## src/rtl/flash_resp_pkg.sv

```systemverilog
// flash_resp_pkg: shared types and constants for flash_read_responder.
//   resp_state_t        - responder FSM states
//   CNT_W               - width of the shared wait/latency down-counter
//   FLASH_RESP_BAD_DATA - word returned for an out-of-range read
//                         (used only when FLASH_RESP_ADDR_CHK_EN is defined)
package flash_resp_pkg;

  localparam int CNT_W = 4;

  localparam logic [31:0] FLASH_RESP_BAD_DATA = 32'hDEAD_BEEF;

  typedef enum logic [2:0] {
    IDLE,
    WAIT,
    ACCEPT,
    FETCH,
    RESP
  } resp_state_t;

endpackage

```

## src/rtl/flash_resp_if.sv

```systemverilog
// flash_resp_if: Avalon-MM read slave signals plus the synchronous memory
// port of the responder, bundled together.
//   slave  modport : responder side (drives waitrequest/readdata/valid and
//                    the memory address/strobe, receives request and mem_q)
//   master modport : initiator + memory side (the opposite directions)
interface flash_resp_if #(
  parameter int ADDR_W = 23,
  parameter int DATA_W = 32
);
  logic              s_read;
  logic [ADDR_W-1:0] s_address;
  logic              s_waitrequest;
  logic [DATA_W-1:0] s_readdata;
  logic              s_readdatavalid;
  logic [ADDR_W-1:0] mem_addr;
  logic              mem_rden;
  logic [DATA_W-1:0] mem_q;

  modport slave (
    input  s_read, s_address, mem_q,
    output s_waitrequest, s_readdata, s_readdatavalid, mem_addr, mem_rden
  );

  modport master (
    output s_read, s_address, mem_q,
    input  s_waitrequest, s_readdata, s_readdatavalid, mem_addr, mem_rden
  );
endinterface

```

## src/rtl/flash_resp_delay_cnt.sv

```systemverilog
// flash_resp_delay_cnt: loadable down-counter, saturating at zero.
//   inclk    - clock, rising edge
//   reset    - asynchronous, active-low
//   load     - load load_val this cycle (has priority over counting)
//   load_val - value to load
//   value    - current count
//   zero     - count is zero
// The counter decrements every cycle while non-zero; the owner only looks
// at it in the states that use it, so no separate enable is needed.
module flash_resp_delay_cnt
  import flash_resp_pkg::*;
(
  input  logic             inclk,
  input  logic             reset,
  input  logic             load,
  input  logic [CNT_W-1:0] load_val,
  output logic [CNT_W-1:0] value,
  output logic             zero
);

  assign zero = (value == '0);

  always_ff @(posedge inclk or negedge reset) begin
    if (!reset)     value <= '0;
    else if (load)  value <= load_val;
    else if (!zero) value <= value - 1'b1;
  end

endmodule

```

## src/rtl/flash_read_responder.sv

```systemverilog
// flash_read_responder: Avalon-MM read-only slave in front of a synchronous
// on-chip memory holding a flash image. Inserts WAIT_CYCLES wait states,
// issues one memory read, and returns the word with a one-cycle valid pulse.
//   inclk  - clock, rising edge
//   reset  - asynchronous, active-low
//   bus    - flash_resp_if.slave (s_read/s_address in, s_waitrequest,
//            s_readdata, s_readdatavalid out; mem_addr/mem_rden out, mem_q in)
//   rd_err - only with FLASH_RESP_ADDR_CHK_EN: pulses with s_readdatavalid
//            when the read address was >= MEM_DEPTH
// Optional feature macro: FLASH_RESP_ADDR_CHK_EN (address range check).
// Request-to-valid latency is WAIT_CYCLES + MEM_LAT + 3 cycles.
module flash_read_responder
  import flash_resp_pkg::*;
#(
  parameter int     ADDR_W      = 23,
  parameter int     DATA_W      = 32,
  parameter int     WAIT_CYCLES = 2,
  parameter int     MEM_LAT     = 1,
  parameter longint MEM_DEPTH   = longint'(1) << ADDR_W
) (
  input  logic          inclk,
  input  logic          reset,
  flash_resp_if.slave   bus
`ifdef FLASH_RESP_ADDR_CHK_EN
  ,
  output logic          rd_err
`endif
);

  if (WAIT_CYCLES < 0 || WAIT_CYCLES > 15) begin : g_bad_wait
    $error("WAIT_CYCLES must be in 0..15");
  end
  if (MEM_LAT < 1 || MEM_LAT > 4) begin : g_bad_lat
    $error("MEM_LAT must be in 1..4");
  end
  if (MEM_DEPTH < 1 || MEM_DEPTH > (longint'(1) << ADDR_W)) begin : g_bad_depth
    $error("MEM_DEPTH must be in 1..2**ADDR_W");
  end

  // WAIT lasts WAIT_CYCLES cycles: the counter leaves WAIT when it reads
  // zero, so it is loaded one short. FETCH lasts MEM_LAT+1 cycles because
  // mem_rden is registered: mem_q is valid in the cycle the counter hits 0.
  localparam logic [CNT_W-1:0] WAIT_LD = CNT_W'((WAIT_CYCLES > 0) ? WAIT_CYCLES - 1 : 0);
  localparam logic [CNT_W-1:0] LAT_LD  = CNT_W'(MEM_LAT);

  resp_state_t       state_q, state_d;
  logic [ADDR_W-1:0] addr_q;
  logic [ADDR_W-1:0] mem_addr_q;
  logic              mem_rden_q;
  logic [DATA_W-1:0] rdata_q;
  logic              cnt_load;
  logic [CNT_W-1:0]  cnt_val;
  logic [CNT_W-1:0]  cnt_value_unused;
  logic              cnt_zero;
  logic              launch;
  logic              capture;
  logic              bad_addr;

`ifdef FLASH_RESP_ADDR_CHK_EN
  logic err_q;
  assign bad_addr = ({{(64-ADDR_W){1'b0}}, addr_q} >= 64'(MEM_DEPTH));
  assign rd_err   = (state_q == RESP) && err_q;
`else
  assign bad_addr = 1'b0;
`endif

  flash_resp_delay_cnt u_cnt (
    .inclk    (inclk),
    .reset    (reset),
    .load     (cnt_load),
    .load_val (cnt_val),
    .value    (cnt_value_unused),
    .zero     (cnt_zero)
  );

  always_comb begin
    state_d  = state_q;
    cnt_load = 1'b0;
    cnt_val  = WAIT_LD;
    launch   = 1'b0;
    capture  = 1'b0;
    case (state_q)
      IDLE: if (bus.s_read) begin
        cnt_load = 1'b1;
        state_d  = (WAIT_CYCLES == 0) ? ACCEPT : WAIT;
      end
      WAIT: begin
        // initiator dropped the request before acceptance: abandon it
        if (!bus.s_read)   state_d = IDLE;
        else if (cnt_zero) state_d = ACCEPT;
      end
      ACCEPT: begin
        if (!bus.s_read) begin
          state_d = IDLE;
        end else if (bad_addr) begin
          state_d = RESP;
        end else begin
          launch   = 1'b1;
          cnt_load = 1'b1;
          cnt_val  = LAT_LD;
          state_d  = FETCH;
        end
      end
      FETCH: if (cnt_zero) begin
        capture = 1'b1;
        state_d = RESP;
      end
      RESP:    state_d = IDLE;
      default: state_d = IDLE;
    endcase
  end

  always_ff @(posedge inclk or negedge reset) begin
    if (!reset) begin
      state_q    <= IDLE;
      addr_q     <= '0;
      mem_addr_q <= '0;
      mem_rden_q <= 1'b0;
      rdata_q    <= '0;
`ifdef FLASH_RESP_ADDR_CHK_EN
      err_q      <= 1'b0;
`endif
    end else begin
      state_q    <= state_d;
      mem_rden_q <= launch;
      if (state_q == IDLE && bus.s_read) addr_q <= bus.s_address;
      if (launch)  mem_addr_q <= addr_q;
      if (capture) rdata_q    <= bus.mem_q;
`ifdef FLASH_RESP_ADDR_CHK_EN
      err_q <= (state_q == ACCEPT) && bus.s_read && bad_addr;
      if (state_q == ACCEPT && bus.s_read && bad_addr)
        rdata_q <= DATA_W'(FLASH_RESP_BAD_DATA);
`endif
    end
  end

  assign bus.s_waitrequest   = (state_q != ACCEPT);
  assign bus.s_readdatavalid = (state_q == RESP);
  assign bus.s_readdata      = rdata_q;
  assign bus.mem_addr        = mem_addr_q;
  assign bus.mem_rden        = mem_rden_q;

endmodule

```

## src/flat_wrapper.sv

```systemverilog
// flat-port wrapper written by rule: the top's interface ports become plain ports
module flash_read_responder_flat import flash_resp_pkg::*;
#(
  parameter int     ADDR_W      = 23,
  parameter int     DATA_W      = 32,
  parameter int     WAIT_CYCLES = 2,
  parameter int     MEM_LAT     = 1,
  parameter longint MEM_DEPTH   = longint'(1) << ADDR_W
)
  (inclk, reset, bus_s_read, bus_s_address, bus_mem_q, bus_s_waitrequest, bus_s_readdata, bus_s_readdatavalid, bus_mem_addr, bus_mem_rden);
  flash_resp_if #(.ADDR_W(ADDR_W), .DATA_W(DATA_W)) bus_i ();
  input  logic inclk;
  input  logic reset;
  input wire logic [$bits(bus_i.s_read)-1:0] bus_s_read;
  input wire logic [$bits(bus_i.s_address)-1:0] bus_s_address;
  input wire logic [$bits(bus_i.mem_q)-1:0] bus_mem_q;
  output wire logic [$bits(bus_i.s_waitrequest)-1:0] bus_s_waitrequest;
  output wire logic [$bits(bus_i.s_readdata)-1:0] bus_s_readdata;
  output wire logic [$bits(bus_i.s_readdatavalid)-1:0] bus_s_readdatavalid;
  output wire logic [$bits(bus_i.mem_addr)-1:0] bus_mem_addr;
  output wire logic [$bits(bus_i.mem_rden)-1:0] bus_mem_rden;
  assign bus_i.s_read = bus_s_read;
  assign bus_i.s_address = bus_s_address;
  assign bus_i.mem_q = bus_mem_q;
  assign bus_s_waitrequest = bus_i.s_waitrequest;
  assign bus_s_readdata = bus_i.s_readdata;
  assign bus_s_readdatavalid = bus_i.s_readdatavalid;
  assign bus_mem_addr = bus_i.mem_addr;
  assign bus_mem_rden = bus_i.mem_rden;
  flash_read_responder #(.ADDR_W(ADDR_W), .DATA_W(DATA_W), .WAIT_CYCLES(WAIT_CYCLES), .MEM_LAT(MEM_LAT), .MEM_DEPTH(MEM_DEPTH)) u_core (.inclk(inclk), .reset(reset), .bus(bus_i));
endmodule
```

## config.mk

```make
export PLATFORM = sky130hd
export DESIGN_NAME = flash_read_responder_flat
export DESIGN_NICKNAME = d
export VERILOG_FILES = /design/src/rtl/flash_resp_pkg.sv /design/src/rtl/flash_resp_if.sv /design/src/rtl/flash_resp_delay_cnt.sv /design/src/rtl/flash_read_responder.sv /design/src/flat_wrapper.sv
export SDC_FILE = /design/constraint.sdc
export NUM_CORES = 1
export LEC_CHECK = 0
export CAP_MARGIN = 20
export CORE_AREA = 4 4 84 101
export DETAILED_ROUTE_END_ITERATION = 7
export DIE_AREA = 0 0 88 105
export HOLD_SLACK_MARGIN = 0.06
export PLACE_DENSITY = 0.88
export SYNTH_ARGS = -nofsm -noshare
export SYNTH_HDL_FRONTEND = slang
export SYNTH_SLANG_ARGS = --single-unit
```

## constraint.sdc

```tcl
create_clock -name inclk -period 3.2 [get_ports inclk]
set_clock_uncertainty 0.05 [all_clocks]
set_input_delay 0.64 -clock inclk [delete_from_list [all_inputs] [get_ports inclk]]
set_output_delay 0.64 -clock inclk [all_outputs]
set_load 0.1 [all_outputs]
```

==> flow_results.org <==
** Clock tree
- The H-tree was split into 3 levels.
- TritonCTS clock tree :: built
- Counting along the longest clock path gives a buffer depth of 2.
- Clock transition time at the flip-flop clock pins of the worst setup and hold paths :: 80 ps
- Worst-Skew Late Latency :: around 340 ps
- Clock sinks :: 86
- Number of hold-repair buffers added at the cts stage :: 0
- The tree is rooted in a sky130_fd_sc_hd__clkbuf_8.
- Number of setup buffers added after CTS :: 0
- Cells resized by post-CTS repair :: 0
- TritonCTS created 9 clock buffers.

** Synth
- Top cells by instance count after synthesis :: sky130_fd_sc_hd__dfrtp_1 (86), sky130_fd_sc_hd__mux2_2 (77), sky130_fd_sc_hd__nand2_1 (4), sky130_fd_sc_hd__nor2_1 (4)
- The most used flip-flop cell after synthesis is sky130_fd_sc_hd__dfrtp_1.
- Counting every net in the synthesized netlist gives 262.
- Among all cell types in the netlist, the one instantiated most often is sky130_fd_sc_hd__dfrtp_1.
- Yosys mapped a number of flops with a built-in enable equal to 0.
- Top cell type's share of synthesized area :: 0.651
- Syn Std Cell Area :: 0.00330 mm²
- After synthesis the netlist holds a flip-flop and latch count of 86.
- FFs w/ async S/R, synth :: 1.00
- Synthesis handed over a netlist of 203 instances.
- Post-synthesis sequential area ratio :: 0.651
- Number of warning messages in the yosys log :: 0
- Yosys attributes the largest share of cell area to sky130_fd_sc_hd__dfrtp_1 (65%), sky130_fd_sc_hd__mux2_2 (26%), sky130_fd_sc_hd__buf_6 (1.0%), sky130_fd_sc_hd__buf_4 (0.68%), sky130_fd_sc_hd__nor3_4 (0.49%).
- Cell taking the most area after synthesis :: sky130_fd_sc_hd__dfrtp_1
- Mean area per synthesized cell :: between 15 and 20 µm²
- Count of different cell masters after synthesis :: 25

** Finish
- Count of nets after finishing :: 386
- Ratio of cells with drive above 1 in the final layout :: 0.494
- In the final layout, flip-flops and latches occupy 0.00215 mm².
- Area delta synth->final :: 41.6%
- Once layout is complete, the cells apart from fillers number 424.
- 0 antenna diodes ended up in the layout.
- In the final layout, the multi-input gates occupy 0.00108 mm².
- Number of fillers in the final layout :: between 500 and 600

** Timing
- The max-slew violation count came to 0.
- Unrepaired setup endpoints after global routing :: no
- Timing would allow up to 0.442 GHz.
- Total negative setup slack :: 0 ps
- The worst pin sits at a relative slew slack of 0.694.
- Once routing completed, OpenROAD measured the worst setup slack at 937 ps.
- Ratio of final minimum period to clock period :: 0.707
- Setup violations remaining at the end of the flow were counted as 0.
- Worst-Margin Slew :: 457 ps
- Counting I/O delays and the setup requirement, the final critical path takes 2260 ps.
- The number of endpoints with negative hold slack in the final report came to 0.

** Route
- Met1 layer wirelength in the final routing :: 2560 µm
- Routed Wire Length :: 6990 µm
- The pre-antenna-repair detailed-routing pass consisted of 4 iterations.
- Wirelength per Cell :: 16.5 µm
- Post-route antenna net violation count :: 0
- DR WL met2 :: between 3000 and 4000 µm
- Overall via count from detail_route :: 2089
- Drt drc :: 0
- The first routing iteration left 52 violations.
- Uppermost routed layer :: met4
- The routed design uses 447 µm of met3 wire.
- Post-DR vias/cell :: 4.93

** Flow run
- Max-cap violations in this run came to 0.

** Worst setup path
- Crit path capture type :: flop
- Startpoint Class :: flop
- R2R Setup Slk :: 940 ps
- The critical path is of the flop to flop type.
- For the worst flop-to-flop path, the logic depth is 6.
- Crit Path Max Fanout :: 33
- Terminus of the critical flop-to-flop path :: u_core.bus.s_readdata[7]
- In this run the critical register-to-register path is launched from u_core.u_cnt.value[0].
- Data on the critical path is required at its endpoint by 3370 ps.
- STA puts the critical path data arrival time at 2440 ps.

** Floorplanning
- The die is between 100 and 150 µm tall.
- The floorplan step set the die width to 88 µm.
- Core area :: 0.00758 mm²
- Total Die Area :: roughly 0.0092 mm²
- In this run the count of I/O pins placed on the die edge is 116.
- For this configuration, the core starts out at a cell density of 0.436.
- After floorplanning, the core was divided into 35 placement rows.

** Global route
- Global router's overall resource usage :: 0.160
- First-pass GRT wire length :: roughly 11000 µm
- Number of antenna violations at the first check in global routing :: 0
- Global routing finished with a remaining overflow of 0.
- Pin count of the biggest net entering global routing :: slightly below 90
- The via count of the first global-routing pass came to 2355.

** Run status
- Outcome :: completed

** Worst hold path
- Hold Crit Class :: input port to async pin

** Placed design
- Final weighted congestion in routability-driven placement :: ~0.76
- During placement, the flow inserted port buffers numbering 115.
- Detailed placer's ending HPWL :: 5090 µm
- Placed Instances :: ~410
- Timing analysis after detailed placement gives a worst setup slack of 691 ps.
## cell type report
type / instances / area share
multi-input cells: 106 / 0.231
flip-flops and latches: 86 / 0.460
well taps: 92 / 0.0246
inverters: 2 / 0.00160
clock inverters: 6 / 0.0233
clock buffers: 10 / 0.0294
repair buffers: 122 / 0.230
## flip-flops by register name, summed over array words and instances (netlist names)
| name | flops |
|---|---|
| u_core.u_cnt.value | 4 |
| u_core.bus.mem_addr | 23 |
| u_core.bus.s_readdata | 32 |
| u_core.bus.mem_rden | 1 |
| u_core.state_q | 3 |
| u_core.addr_q | 23 |
## layer usage
metal  track usage  vias to the layer above
met1         0.167                     1048
met4        0.0724                        0
met3        0.0584                       10
li1              -                      961
met5             0                        -
met2         0.280                       70
## worst max-delay path, cell delays in order, from the launching register on
cell                      delay [ps]
sky130_fd_sc_hd__dfrtp_1         400
sky130_fd_sc_hd__inv_1            80
sky130_fd_sc_hd__ha_1            210
sky130_fd_sc_hd__or3b_4          430
sky130_fd_sc_hd__nor3_4          160
sky130_fd_sc_hd__buf_4           380
sky130_fd_sc_hd__mux2_2          400
## cell usage in the layout (no fill, tap or decap), types with 2 or more instances in the layout
| cell type | n |
|---|---|
| sky130_fd_sc_hd__a21oi_1 | 2 |
| sky130_fd_sc_hd__buf_4 | 65 |
| sky130_fd_sc_hd__mux2_2 | 77 |
| sky130_fd_sc_hd__clkdlybuf4s50_1 | 56 |
| sky130_fd_sc_hd__inv_1 | 2 |
| sky130_fd_sc_hd__a211oi_1 | 2 |
| sky130_fd_sc_hd__nand2_1 | 4 |
| sky130_fd_sc_hd__nor3b_2 | 2 |
| sky130_fd_sc_hd__clkinv_2 | 2 |
| sky130_fd_sc_hd__bufinv_16 | 3 |
| sky130_fd_sc_hd__nor2_1 | 4 |
| sky130_fd_sc_hd__dfrtp_1 | 86 |
| sky130_fd_sc_hd__nor3_1 | 2 |
| sky130_fd_sc_hd__clkbuf_8 | 10 |
## logic make-up (layout without fill, tap and decap cells)
kind of cell | Yosys count | after routing | share of synthesized area
buffers and inverters | 11 | 140 | 0.0239
adders and majority gates | 1 | 1 | 0.00379
DFF | 86 | 86 | 0.651
AOI/OAI and AO/OA | 6 | 6 | 0.0125
muxes | 79 | 79 | 0.269
and+or+nand+nor | 20 | 20 | 0.0398
## metrics by stage
stage	util	hold WS, ps	cell area (µm²)
after floorplan	-	294	3310
after global placement	0.581	420	4400
after detailed placement	0.581	431	4400
after CTS	0.614	459	4650
after global routing	0.618	84.5	4680
final	0.618	103	4680
## worst max-delay path by stage
stage	end	start	slack [ps]	cells past startpoint
global placement	u_core.bus.mem_addr[7]	bus_s_read	780	5
global route	u_core.bus.s_readdata[7]	u_core.u_cnt.value[0]	830	6
detailed placement	u_core.addr_q[9]	bus_s_read	690	5
floorplan	bus_s_readdatavalid	u_core.state_q[2]	800	1
CTS	u_core.bus.s_readdata[7]	u_core.u_cnt.value[0]	930	6
finish	u_core.bus.s_readdata[7]	u_core.u_cnt.value[0]	940	6
Power is not shown: default switching activity piles up to over one toggle a cycle in this logic, so the estimate is an artifact.
